## src/rtl/fifo_serializer.sv

```systemverilog
// fifo_serializer: pops words from a FIFO and sends them as start/MSB-first data/stop frames.
// Define SERIALIZER_PARITY_EN to insert an even-parity bit between data and stop.
module fifo_serializer #(
   parameter int WIDTH        = 16,
   parameter int CLKS_PER_BIT = 4
) (
   input  logic             clk,
   input  logic             rst,
   input  logic             tx_en,
   input  logic             fifo_empty,
   input  logic [WIDTH-1:0] fifo_data_out,
   output logic             fifo_read,
   output logic             tx_serial,
   output logic             tx_busy,
   output logic             frame_done
);
   localparam logic [2:0] IDLE   = 3'd0;
   localparam logic [2:0] FETCH  = 3'd1;
   localparam logic [2:0] LOAD   = 3'd2;
   localparam logic [2:0] START  = 3'd3;
   localparam logic [2:0] DATA   = 3'd4;
   localparam logic [2:0] STOP   = 3'd5;
`ifdef SERIALIZER_PARITY_EN
   localparam logic [2:0] PARITY = 3'd6;
`endif
   localparam int BW = (WIDTH > 1) ? $clog2(WIDTH) : 1;
   localparam logic [7:0]    LAST     = 8'(CLKS_PER_BIT - 1);
   localparam logic [BW-1:0] LAST_BIT = BW'(WIDTH - 1);

   logic [2:0]       state;
   logic [7:0]       cnt;
   logic [BW-1:0]    bit_cnt;
   logic [WIDTH-1:0] shreg;
   logic             bit_end;
   logic             start_ok;
`ifdef SERIALIZER_PARITY_EN
   logic             par;
`endif

   assign bit_end    = cnt == LAST;
   assign start_ok   = tx_en && !fifo_empty;
   assign fifo_read  = state == FETCH;
   assign tx_busy    = state != IDLE;
   assign frame_done = state == STOP && bit_end;

   // tx_serial is loaded on the edge that enters each bit, so the line is a pure register
   always_ff @(posedge clk or posedge rst) begin
      if (rst) begin
         state     <= IDLE;
         cnt       <= '0;
         bit_cnt   <= '0;
         shreg     <= '0;
         tx_serial <= 1'b1;
`ifdef SERIALIZER_PARITY_EN
         par       <= 1'b0;
`endif
      end else begin
         case (state)
            IDLE:  if (start_ok) state <= FETCH;
            FETCH: state <= LOAD;
            LOAD: begin
               shreg     <= fifo_data_out;
`ifdef SERIALIZER_PARITY_EN
               par       <= ^fifo_data_out;
`endif
               cnt       <= '0;
               tx_serial <= 1'b0;
               state     <= START;
            end
            START: begin
               if (bit_end) begin
                  cnt       <= '0;
                  bit_cnt   <= '0;
                  tx_serial <= shreg[WIDTH-1];
                  state     <= DATA;
               end else cnt <= cnt + 8'd1;
            end
            DATA: begin
               if (bit_end) begin
                  cnt <= '0;
                  if (bit_cnt == LAST_BIT) begin
`ifdef SERIALIZER_PARITY_EN
                     tx_serial <= par;
                     state     <= PARITY;
`else
                     tx_serial <= 1'b1;
                     state     <= STOP;
`endif
                  end else begin
                     bit_cnt   <= bit_cnt + BW'(1);
                     shreg     <= shreg << 1;
                     tx_serial <= shreg[WIDTH-2];
                  end
               end else cnt <= cnt + 8'd1;
            end
`ifdef SERIALIZER_PARITY_EN
            PARITY: begin
               if (bit_end) begin
                  cnt       <= '0;
                  tx_serial <= 1'b1;
                  state     <= STOP;
               end else cnt <= cnt + 8'd1;
            end
`endif
            STOP: begin
               if (bit_end) begin
                  cnt   <= '0;
                  state <= start_ok ? FETCH : IDLE;
               end else cnt <= cnt + 8'd1;
            end
            default: state <= IDLE;
         endcase
      end
   end
endmodule

```

## config.mk

```make
export PLATFORM = sky130hd
export DESIGN_NAME = fifo_serializer
export DESIGN_NICKNAME = d
export VERILOG_FILES = /design/src/rtl/fifo_serializer.sv
export SDC_FILE = /design/constraint.sdc
export NUM_CORES = 1
export LEC_CHECK = 0
export CORE_ASPECT_RATIO = 1.1
export CORE_MARGIN = 5
export CORE_UTILIZATION = 45
export CTS_BUF_LIST = sky130_fd_sc_hd__clkbuf_4 sky130_fd_sc_hd__clkbuf_8
export DETAILED_ROUTE_END_ITERATION = 7
export PLACE_DENSITY = 0.77
export SETUP_SLACK_MARGIN = 0.5
export SLEW_MARGIN = 20
export SYNTH_ARGS = -nofsm -noshare
export SYNTH_HDL_FRONTEND = slang
export SYNTH_SLANG_ARGS = --single-unit
export TNS_END_PERCENT = 30
```

## constraint.sdc

```tcl
create_clock -name clk -period 2 [get_ports clk]
set_input_delay 0.2 -clock clk [delete_from_list [all_inputs] [get_ports clk]]
set_output_delay 0.2 -clock clk [all_outputs]
set_load 0.03 [all_outputs]
```

==> impl_metrics.tcl, run 1 <==
set metrics [dict create \
    die-area_sq_um 5467 \
    fin_area_sq_um 2481 \
    r2r-start "cnt[1]$_DFFE_PP0P_" \
    fp.dieW_um 70.96 \
    postCtsHoldBufs 0 \
    start_util_pct 46.40 \
    max_cap_viol_count 0 \
    dr_wl_met3_um 185 \
    final-hold-violation-count 0 \
    worst_pin_slew_ns 0.4139 \
    slew_headroom_pct 72.41 \
    drc 0 \
    cts.sinks 32 \
    synthFlopType "dfrtp_1" \
    n_antenna_cell 0 \
    rsz0062_at_grt "true" \
    fill_cells 325 \
    cts.clk_slew.worst_paths_ns 0.07 \
    cts_tree "done" \
    grt_usage_pct 15.62 \
    worstPathArrival_ns 2.02 \
    synth_simple_gate_area_share_pct 24.15 \
    setup_viol 0 \
    hp-class "in -> async" \
    seq_area_sq_um 804.5 \
    crit_start "cnt[1]$_DFFE_PP0P_" \
    yosysWarnings 0 \
    fin_crit_ns 1.794 \
    final_cells 291 \
    clockRootBuffer "clkbuf_8" \
    power_density_nw_per_um2 1339 \
    max-vdd-ir-drop_uv 916.5 \
    multi_input_area_sq_um 1060 \
    antenna_found_initial 0 \
    post_drt_wl_per_cell_um 14.80 \
    synthesis.instances 191 \
    core_sq_um 3964 \
    drive_gt1_share_pct 29.71 \
    vias_per_cell 5.364 \
    worstSetupStartpointType "flop" \
    area_growth_pct 34.90 \
    top_layer_used "met4" \
    path_cells "ha_2 -> nor4b_4 -> buf_4 -> buf_8 -> nand2_8 -> or4_1 -> nand2_1" \
    dp_cells 271 \
    grt_first_pass_wirelength_mm 6.803 \
    gp_congestion 0.7306 \
    clockBufferDepth 2 \
    crit_end "bit_cnt[0]$_DFFE_PP0P_" \
    reg2reg_depth 7 \
    met1_length_mm 1.861 \
    critPathMaxStageDelay_ns 0.50 \
    vias 1561 \
    ys_seq_elements 32 \
    synth.distinct_cells 48 \
    synthMuxAreaShare_pct 13.27 \
    synth_top_family_by_area "simple AND/OR/NAND/NOR gates" \
    critPathBufInv 2 \
    antenna_left 0 \
    synth_fa_ha_area_share_pct 1.361 \
    cpMaxStageDelayCell "or4_1" \
    seq_area_frac_synth_pct 43.61 \
    grt_max_degree 33 \
    critPathMaxFanout 5 \
    period_share_pct 89.68 \
    gr-total-overflow 0 \
    setup_tns_ns 0 \
    die_h_um 77.05 \
    crit_required_ns 2.22 \
    synth_nets 213 \
    met2_wirelength_mm 2.151 \
    hpwl_mm 2.735 \
    slew_violations 0 \
    status "complete, no violations" \
    total_power_uw 3323 \
    synthesis.area_sq_um 1839 \
    finish.net_count 260 \
    end_kind "flop" \
    synth_edf_count 0 \
    crit_type "reg -> reg" \
    firstDrtPassIters 4 \
    synth_compound_area_share_pct 12.65 \
    rows 24 \
    power_leakage_uw 0.001129 \
    htree_levels 2 \
    finalClockSkew_ns 0.004443 \
    rrSetupSlack_ns 0.21 \
    synthXorXnorAreaFrac_pct 0.9524 \
    pin_count 24 \
    grt_pass1_vias 1501 \
    wirelength_mm 4.306 \
    insertion_delay_ns 0.28 \
    r2r_end "bit_cnt[0]$_DFFE_PP0P_" \
    synth_area_per_cell_sq_um 9.630 \
    cts_buffers 5 \
    crit_family "simple AND/OR/NAND/NOR gates" \
    max_freq_mhz 557.5 \
    ys_async_sr_fraction_pct 100.0 \
    drtIter0Drc 92 \
    crit_cells 7 \
    portBuffers 23 \
    hold_slack_ns 0.3001 \
    dpl-instance-area_sq_um 2190 \
]
## through the flow
step,util [%],setup slack [ns]
final,62.59,0.2063
after global routing,62.59,0.1409
after floorplan,-,0.1189
after detailed placement,55.24,0.1906
after global placement,55.24,0.2356
after CTS,59.66,0.2278
## timing repair
action | in CTS | in global routing
pin swaps | 2 | 5
endpoints found under the setup margin | 33 | 34
cloned | 0 | 1
setup buffers | 6 | 5
resized for setup | 22 | 15
## flip-flops by register name, indices dropped and copies added (netlist names)
| register | count |
|---|---|
| shreg | 16 |
| cnt | 8 |
| bit_cnt | 4 |
| state | 3 |
| tx_serial | 1 |
## worst min-delay path by stage
stage,startpoint,cells after the start,slack [ns],to
CTS,rst,3,0.32,cnt[5]$_DFFE_PP0P_
global placement,shreg[0]$_DFFE_PP0P_,2,0.48,shreg[0]$_DFFE_PP0P_
finish,rst,3,0.30,cnt[5]$_DFFE_PP0P_
global route,rst,3,0.40,cnt[5]$_DFFE_PP0P_
detailed placement,shreg[6]$_DFFE_PP0P_,1,0.49,shreg[6]$_DFFE_PP0P_
floorplan,rst,1,0.32,bit_cnt[0]$_DFFE_PP0P_
## layer usage
| layer | global-route usage, % | vias to the layer above |
|---|---|---|
| met2 | 23.38 | 41 |
| met4 | 9.023 | 0 |
| li1 | - | 764 |
| met1 | 20.36 | 746 |
| met5 | 0 | - |
| met3 | 3.791 | 10 |
## synthesized netlist by cell type (2+ instances only)
master     n  area, sq um
inv_1      5        18.77
clkbuf_1   5        18.77
mux2i_1    3        30.03
nand2_1   52        195.2
ha_1       2        25.02
o21bai_1   2        15.01
mux2_2     7        78.83
and2_1     2        12.51
o31ai_1    3        22.52
nor2b_1    2        12.51
mux2_4     9        135.1
or3_1      2        12.51
o21ai_0   10        50.05
a21oi_1    5        25.02
nor2_1     5        18.77
nand2b_1   3        18.77
o22ai_1    2        12.51
dfrtp_1   31        775.7
nand4_1    2        12.51
nand3_1    7        35.03
a31oi_1    4        25.02
xnor2_1    2        17.52
## report_power, final
part / total (uW) / internal [uW] / switching [uW]
sequential: 1060 / 894 / 170
clock: 538 / 308 / 230
combinational: 1720 / 932 / 790
total: 3320 / 2130 / 1190
## logic make-up after synthesis
kind of cell / after synthesis
AND/OR/NAND/NOR: 88
AO/OA/AOI/OAI: 35
flip-flops: 32
multiplexers: 19
buffers and inverters: 13
XOR/XNOR: 2
adder cells (fa/ha/maj): 2
## cell type report
cell class	instances	share of cell area, %
Timing Repair Buffer	47	17.55
Tap cell	52	2.622
Multi-Input combinational cell	147	42.71
Clock buffer	8	3.933
Inverter	5	0.7564
Sequential cell	32	32.43
## layout by cell type, fill, tap and decap left out, types with 2 or more instances in the layout
cell,count
dfrtp_1,29
inv_1,5
nand3_1,5
buf_4,20
xnor2_1,2
clkbuf_4,2
and2_1,2
o21bai_1,2
or3_1,2
clkdlybuf4s50_1,20
nand4_1,2
nand2b_1,3
o31ai_1,3
a31oi_1,4
a21oi_1,5
dfrtp_2,2
clkbuf_8,6
nand2_1,52
mux2_2,6
mux2i_1,3
nor2_1,4
buf_6,4
o21ai_0,9
mux2_4,10
## worst reg2reg max path: cells and delay by family, from the launching register on
family        cells  cell delay, ns
buf+inv           2            0.32
fa+ha+maj         1            0.19
simple gates      4            0.86
flops             1            0.36
(Power assumes the default switching activity.)
==> inputs of run 2 (changes only) <==
- PLACE_DENSITY: 0.77 -> 0.74
- clock period: 2 -> 2.3 ns (I/O delays scaled with it)
==> impl_metrics.tcl, run 2 (synthesis gave the netlist of run 1 again) <==
set metrics [dict create \
    status "complete, no violations" \
    reg_top3 "shreg x16, cnt x8, bit_cnt x4" \
    path_cells "ha_4 -> nor4b_4 -> buf_4 -> nand4_4 -> a21oi_4 -> buf_4 -> buf_16 -> mux2_4" \
    core_sq_um 3964 \
    cts.clk_slew.worst_paths_ns 0.07 \
    insertion_delay_ns 0.28 \
    portBuffers 23 \
    clockRootBuffer "clkbuf_8" \
    vias_per_cell 5.317 \
    drc 0 \
    max_freq_mhz 526.5 \
    postCtsHoldBufs 0 \
    fin_crit_ns 1.899 \
    worst_pin_slew_ns 0.6729 \
    slew_violations 0 \
    gp_congestion 0.7909 \
    dpl-instance-area_sq_um 2155 \
    drtIter0Drc 62 \
    max_cap_viol_count 0 \
    worstSetupStartpointType "flop" \
    crit_required_ns 2.47 \
    r2r-start "cnt[1]$_DFFE_PP0P_" \
    htree_levels 2 \
    vias 1494 \
    mostFrequentLayoutCells "nand2_1 (52), dfrtp_1 (29), clkdlybuf4s50_1 (20), buf_4 (12), mux2_4 (11)" \
    drive_gt1_share_pct 25.76 \
    critPathMaxStageDelay_ns 0.42 \
    setup_tns_ns 0 \
    rsz0062_at_grt "true" \
    end_kind "flop" \
    crit_top_cell "buf_4" \
    critPathMaxFanout 8 \
    post_drt_wl_per_cell_um 14.51 \
    max-vdd-ir-drop_uv 657.3 \
    area_growth_pct 30.34 \
    largest_reg_flops 16 \
    fp.dieW_um 70.96 \
    crit_type "reg -> reg" \
    firstDrtPassIters 4 \
    reg2reg_depth 8 \
    gr-total-overflow 0 \
    setup_viol 0 \
    die-area_sq_um 5467 \
    hpwl_mm 2.553 \
    fin_util_pct 60.48 \
    n_antenna_cell 0 \
    wirelength_mm 4.076 \
    final_common_cell "nand2_1" \
    finalClockSkew_ns 0.007127 \
    slew_headroom_pct 54.82 \
    r2r_end "shreg[6]$_DFFE_PP0P_" \
    hp-class "in -> async" \
    hold_slack_ns 0.3490 \
    pin_count 24 \
    grt_first_pass_wirelength_mm 6.844 \
    cts.sinks 32 \
    cts_tree "done" \
    fin_area_sq_um 2397 \
    final-hold-violation-count 0 \
    power_density_nw_per_um2 1175 \
    period_share_pct 82.59 \
    grt_pass1_vias 1457 \
    antenna_found_initial 0 \
    rows 24 \
    regMostFlops "shreg" \
    power_leakage_uw 0.001061 \
    finish.net_count 250 \
    clockBufferDepth 2 \
    die_h_um 77.05 \
    rrSetupSlack_ns 0.40 \
    grt_usage_pct 15.50 \
    antenna_left 0 \
    start_util_pct 46.40 \
    grt_max_degree 33 \
    cts_buffers 5 \
    cpMaxStageDelayCell "dfrtp_1" \
    worstPathArrival_ns 2.07 \
]
-- run 2: stage by stage --
stage          worst slack (ns)  cells  total power (uW)
2_1_floorplan            0.4189    191              1790
4_1_cts                  0.3323    279              2769
6_report                 0.4005    281              2818
3_5_place_dp             0.2920    266              2066
5_1_grt                  0.3136    281              2996
3_3_place_gp             0.3003    266              2032
-- run 2: per-layer routing --
| metal | vias to the layer above | GRT usage, % | wire length [um] |
|---|---|---|---|
| met5 | - | 0 | 0 |
| met4 | 0 | 5.639 | 64 |
| met3 | 6 | 3.529 | 158 |
| met2 | 31 | 24.21 | 1895 |
| met1 | 717 | 20.93 | 1957 |
| li1 | 740 | - | - |
-- run 2: area by class of cell --
type	count	area [sq um]
clock buffers	5	68.82
clock inverters	3	42.54
fillers	337	1567
inverters	5	18.77
multi-input cells	146	1017
flip-flops and latches	32	804.5
well taps	52	65.06
repair buffers	38	380.4
-- run 2: how the worst max path moves through the flow --
| stage | start | end | slack (ns) | depth (start not counted) |
|---|---|---|---|---|
| final | cnt[1]$_DFFE_PP0P_ | shreg[6]$_DFFE_PP0P_ | 0.40 | 8 |
| after CTS | state[0]$_DFFE_PP0P_ | tx_serial$_DFFE_PP1P_ | 0.33 | 3 |
| after detailed placement | cnt[1]$_DFFE_PP0P_ | frame_done | 0.29 | 5 |
| after global placement | cnt[1]$_DFFE_PP0P_ | frame_done | 0.30 | 5 |
| after floorplan | cnt[1]$_DFFE_PP0P_ | shreg[12]$_DFFE_PP0P_ | 0.42 | 6 |
| after global routing | cnt[1]$_DFFE_PP0P_ | shreg[12]$_DFFE_PP0P_ | 0.31 | 8 |
-- run 2: repair_timing --
action	CTS	global route
buffers inserted	4	2
pin swaps	3	2
gates cloned	1	0
gates resized for setup	15	11
setup endpoints to repair	20	30
endpoints found under the hold margin	0	0
-- run 2: where the power goes --
group          total [uW]  internal [uW]  switching [uW]  leakage [uW]
registers             942            776             165      0.000394
logic                1340            736             604      0.000613
clock network         536            320             215     0.0000541
-- run 2: critical path: cells and delay by family (launching register included) --
family | cells | cell delay [ns]
mux | 1 | 0.30
flops | 1 | 0.42
simple gates | 2 | 0.30
buf+inv | 3 | 0.45
fa+ha+maj | 1 | 0.16
compound gates | 1 | 0.15
